<file path="src/rtl/serial_mag_comparator.sv">
// Bit-serial MSB-first magnitude comparator for two WIDTH-bit unsigned operands.
// Optional early completion on the first differing bit: define SERIAL_CMP_EARLY_DONE_EN.
module serial_mag_comparator #(
  parameter int WIDTH = 4
) (
  input  logic clk,
  input  logic rst_n,
  input  logic start,
  input  logic bit_valid,
  input  logic a_bit,
  input  logic b_bit,
  output logic busy,
  output logic done,
  output logic a_grt_b,
  output logic a_less_b,
  output logic a_eql_b
);

  localparam int CW = $clog2(WIDTH + 1);
  localparam logic [CW-1:0] LAST = CW'(WIDTH - 1);

`ifdef SERIAL_CMP_EARLY_DONE_EN
  localparam bit EARLY = 1'b1;
`else
  localparam bit EARLY = 1'b0;
`endif

  typedef enum logic {IDLE, SHIFT} state_t;
  typedef enum logic [1:0] {EQ = 2'd0, GT = 2'd1, LT = 2'd2} dec_t;

  state_t          state, state_n;
  dec_t            dec, dec_n, bit_dec;
  logic [CW-1:0]   cnt, cnt_n;
  logic [2:0]      flags, flags_n;
  logic            finish;
  logic            accept;

  always_comb begin
    bit_dec = EQ;
    if (a_bit && !b_bit) bit_dec = GT;
    else if (!a_bit && b_bit) bit_dec = LT;
  end

  // start always wins: it restarts from a fresh MSB, aborting any comparison in flight
  always_comb begin
    state_n = state;
    dec_n   = dec;
    cnt_n   = cnt;
    flags_n = flags;
    finish  = 1'b0;
    accept  = 1'b0;
    if (start) begin
      accept = 1'b1;
      dec_n  = bit_dec;
      cnt_n  = CW'(1);
      finish = (WIDTH == 1) || (EARLY && (bit_dec != EQ));
    end else if (state == SHIFT && bit_valid) begin
      accept = 1'b1;
      if (dec == EQ) dec_n = bit_dec;
      cnt_n  = cnt + 1'b1;
      finish = (cnt == LAST) || (EARLY && (dec_n != EQ));
    end
    if (accept) state_n = finish ? IDLE : SHIFT;
    if (finish) begin
      cnt_n = '0;
      case (dec_n)
        GT:      flags_n = 3'b100;
        LT:      flags_n = 3'b010;
        default: flags_n = 3'b001;
      endcase
    end
  end

  always_ff @(posedge clk or negedge rst_n) begin
    if (!rst_n) begin
      state <= IDLE;
      dec   <= EQ;
      cnt   <= '0;
      flags <= 3'b000;
      done  <= 1'b0;
    end else begin
      state <= state_n;
      dec   <= dec_n;
      cnt   <= cnt_n;
      flags <= flags_n;
      done  <= finish;
    end
  end

  assign busy     = (state == SHIFT);
  assign a_grt_b  = flags[2];
  assign a_less_b = flags[1];
  assign a_eql_b  = flags[0];

endmodule
</file>
<file path="config.mk">
export PLATFORM = sky130hd
export DESIGN_NAME = serial_mag_comparator
export DESIGN_NICKNAME = d
export VERILOG_FILES = /design/src/rtl/serial_mag_comparator.sv
export SDC_FILE = /design/constraint.sdc
export NUM_CORES = 1
export LEC_CHECK = 0
export CAP_MARGIN = 20
export CORE_AREA = 2 2 39 41
export DETAILED_ROUTE_END_ITERATION = 16
export DIE_AREA = 0 0 41 43
export PLACE_DENSITY = 0.66
export SLEW_MARGIN = 20
export SYNTH_ARGS = -nofsm -noshare
export SYNTH_HDL_FRONTEND = slang
export SYNTH_SLANG_ARGS = --single-unit
</file>
<file path="constraint.sdc">
create_clock -name clk -period 3 [get_ports clk]
set_input_delay 0.6 -clock clk [delete_from_list [all_inputs] [get_ports clk]]
set_output_delay 0.6 -clock clk [all_outputs]
set_load 0.005 [all_outputs]
</file>
==> metrics.md <==
| Metric | Value |
|---|---|
| Critical path startpoint category | `input pin` |
| Worst-margin pin slew | `0.459 ns` |
| Synthesized area per cell | `13.1 um2` |
| Setup Fix Bufs, Post-CTS | `0` |
| Setup-failing EPs final | `0` |
| Yosys top cell area share | `0.454` |
| Pre-CTS WS | `0.499 ns` |
| YS warnings | `0` |
| Initial antenna violation count | `0` |
| Final setup TNS | `0 ns` |
| Outcome | `finished clean` |
| Worst path required time | `3.15 ns` |
| Die Y | `43 um` |
| Worst vdd ir | `0.310 mV` |
| DR DRC count | `0` |
| Clock sinks | `10` |
| Crit end category | `flop` |
| Global route overflow | `0` |
| DR WL/cell | `14.3 um` |
| Syn_nets | `52` |
| Layout cells sized above 1 | `0.241` |
| Detail Placement HPWL | `746 um` |
| Lkg Pwr | `roughly 0.32 nW` |
| Max-capacitance violation count | `0` |
| IO Pins | `11` |
| Tcrit/Tclk final | `0.734` |
| RD Place Congestion | `around 0.7` |
| Num CTS Buffers | `3` |
| Worst Hold Class | `reg -> reg` |
| Ranking of synthesized cells by area | `dfrtp_1 45%, mux2_4 14%, ha_1 9.1%, nand4b_4 4.3%, a41oi_1 3.2%` |
| Root buf cell | `clkbuf_4` |
| Vias | `372` |
| Input/output buffers | `10` |
| Fmax | `about 0.45 GHz` |
| Period minus WS final | `2.20 ns` |
| 1st-iter DRT viols | `3` |
| Area leader, netlist | `dfrtp_1` |
| Cells after synthesis | `42` |
| Starting Density | `0.399` |
| Vias/cell | `between 5 and 6` |
| H-tree levels | `1` |
| Clock Skew | `0.00317 ns` |
| Synth Cell Area | `552 um2` |
| Die X | `between 40 and 50 um` |
| Clock Tree Buf Depth | `2` |
| Row cnt | `14` |
| Power per cell area | `674 nW/um2` |
| Final nets | `66` |
| Worst skew pair latency | `0.26 ns` |
| Slew HR | `0.693` |
| Seq/Total Area, Yosys | `0.454` |
| Max-slew violations | `0` |
| Post-CTS Resized | `0` |
| Die area | `around 1800 um2` |
| Critical path peak fanout | `11` |
| CTS tree | `built` |
| Fin. Hold Viols | `0` |
| WS Path Type | `in -> reg` |
| Hold_buf cts | `0` |
| Global Route Usage Sum | `0.138` |
| Clk pin slew, worst setup/hold paths | `0.06 ns` |
| Ant. Diodes | `0` |
| Crit path arrival time | `2.35 ns` |
| Vias in the first global route | `approximately 340` |
| Synth cell types | `19` |
| Area growth, synth to finish | `24.9%` |
| Initial DRT Pass Iterations | `3` |
| Drt total wl | `1000 um` |
| First-pass GRT wire length | `1590 um` |
| Core Footprint | `between 1000 and 1500 um2` |
| Largest net degree at the start of global routing | `12` |
| Worst setup margin | `0.798 ns` |
| Antenna-violating nets left | `0` |
| #FFs+latches synth | `10` |
| RSZ-0062 raised after global routing | `no` |
## per-layer routing
layer	track usage	wire (um)	share of wire	vias up
li1	-	-	-	182
met1	0.201	471	0.47	179
met2	0.178	458	0.46	9
met3	0.0366	58	0.058	2
met4	0.0800	11	0.011	0
met5	0	0	0	-
## sequential cells by signal, indices dropped and copies added, names as in the netlist
signal,flops
dec,2
busy,1
flags,3
cnt,3
done,1
## synth_stat cells, drive strengths merged
master,n
a21o,2
a21oi,2
a41oi,2
and3,1
buf,1
dfrtp,10
ha,4
inv,4
mux2,5
nand2,1
nand2b,2
nand4b,1
nor2b,2
nor3,1
nor3b,1
o21bai,1
o41ai,2
## cells in the final DEF, fill, tap and decap left out
cell             count
dfrtp_1             10
nor2b_1              2
o41ai_2              1
clkbuf_4             3
mux2_4               5
o21bai_1             1
and3_2               1
a21oi_1              2
inv_1                4
nand2_1              1
ha_1                 4
clkdlybuf4s50_1     10
nand2b_1             2
o41ai_1              1
a21o_4               1
nor3_1               1
nand4b_4             1
a41oi_1              2
a21o_2               1
nor3b_1              1
## power by group
part	total, W	internal [W]	switching [W]	leakage, nW
combinational	0.000175	0.000115	0.0000602	0.186
sequential	0.000199	0.000173	0.0000261	0.123
clock	0.0000908	0.0000463	0.0000444	0.0138
## path summary, 6_finish.rpt
check,start,to,slack [ns],depth (start not counted)
max,start,flags[0],0.80,5
min,flags[2],flags[2],0.52,1
max reg2reg,busy,flags[0],1.32,4
min reg2reg,flags[2],flags[2],0.52,1
max in group asynchronous,rst_n,cnt[1],2.03,1
min in group asynchronous,rst_n,busy,0.65,1
## metrics by stage
stage          cells   util  hold slack [ns]  total power, W  cell area, um2
2_1_floorplan     42      -            0.304        0.000304             552
3_3_place_gp      67  0.482            0.493        0.000372             667
3_5_place_dp      67  0.482            0.497        0.000379             667
4_1_cts           70  0.498            0.519        0.000474             689
5_1_grt           70  0.498            0.533        0.000497             689
6_report          70  0.498            0.518        0.000465             689
## final cells by class
type                    instances  area [um2]
fillers                       141         694
multi-input cells              27         282
flip-flops and latches         10         250
repair buffers                 10         100
clock buffers                   3        22.5
well taps                      16        20.0
inverters                       4        15.0
## logic make-up (layout without fill, tap and decap cells)
logic type / count (synthesis) / count (layout) / share of synthesized area
AND/OR/NAND/NOR: 9 / 9 / 0.132
multiplexers: 5 / 5 / 0.136
AO/OA/AOI/OAI: 9 / 9 / 0.152
adder cells (fa/ha/maj): 4 / 4 / 0.0907
flip-flops: 10 / 10 / 0.454
buffers and inverters: 5 / 17 / 0.0363
## worst max-delay path, stage by stage
cell	delay [ns]
clkdlybuf4s50_1	0.68
nor2b_1	0.11
o41ai_1	0.40
ha_1	0.31
mux2_4	0.26
Power figures use the tool's default switching activity.
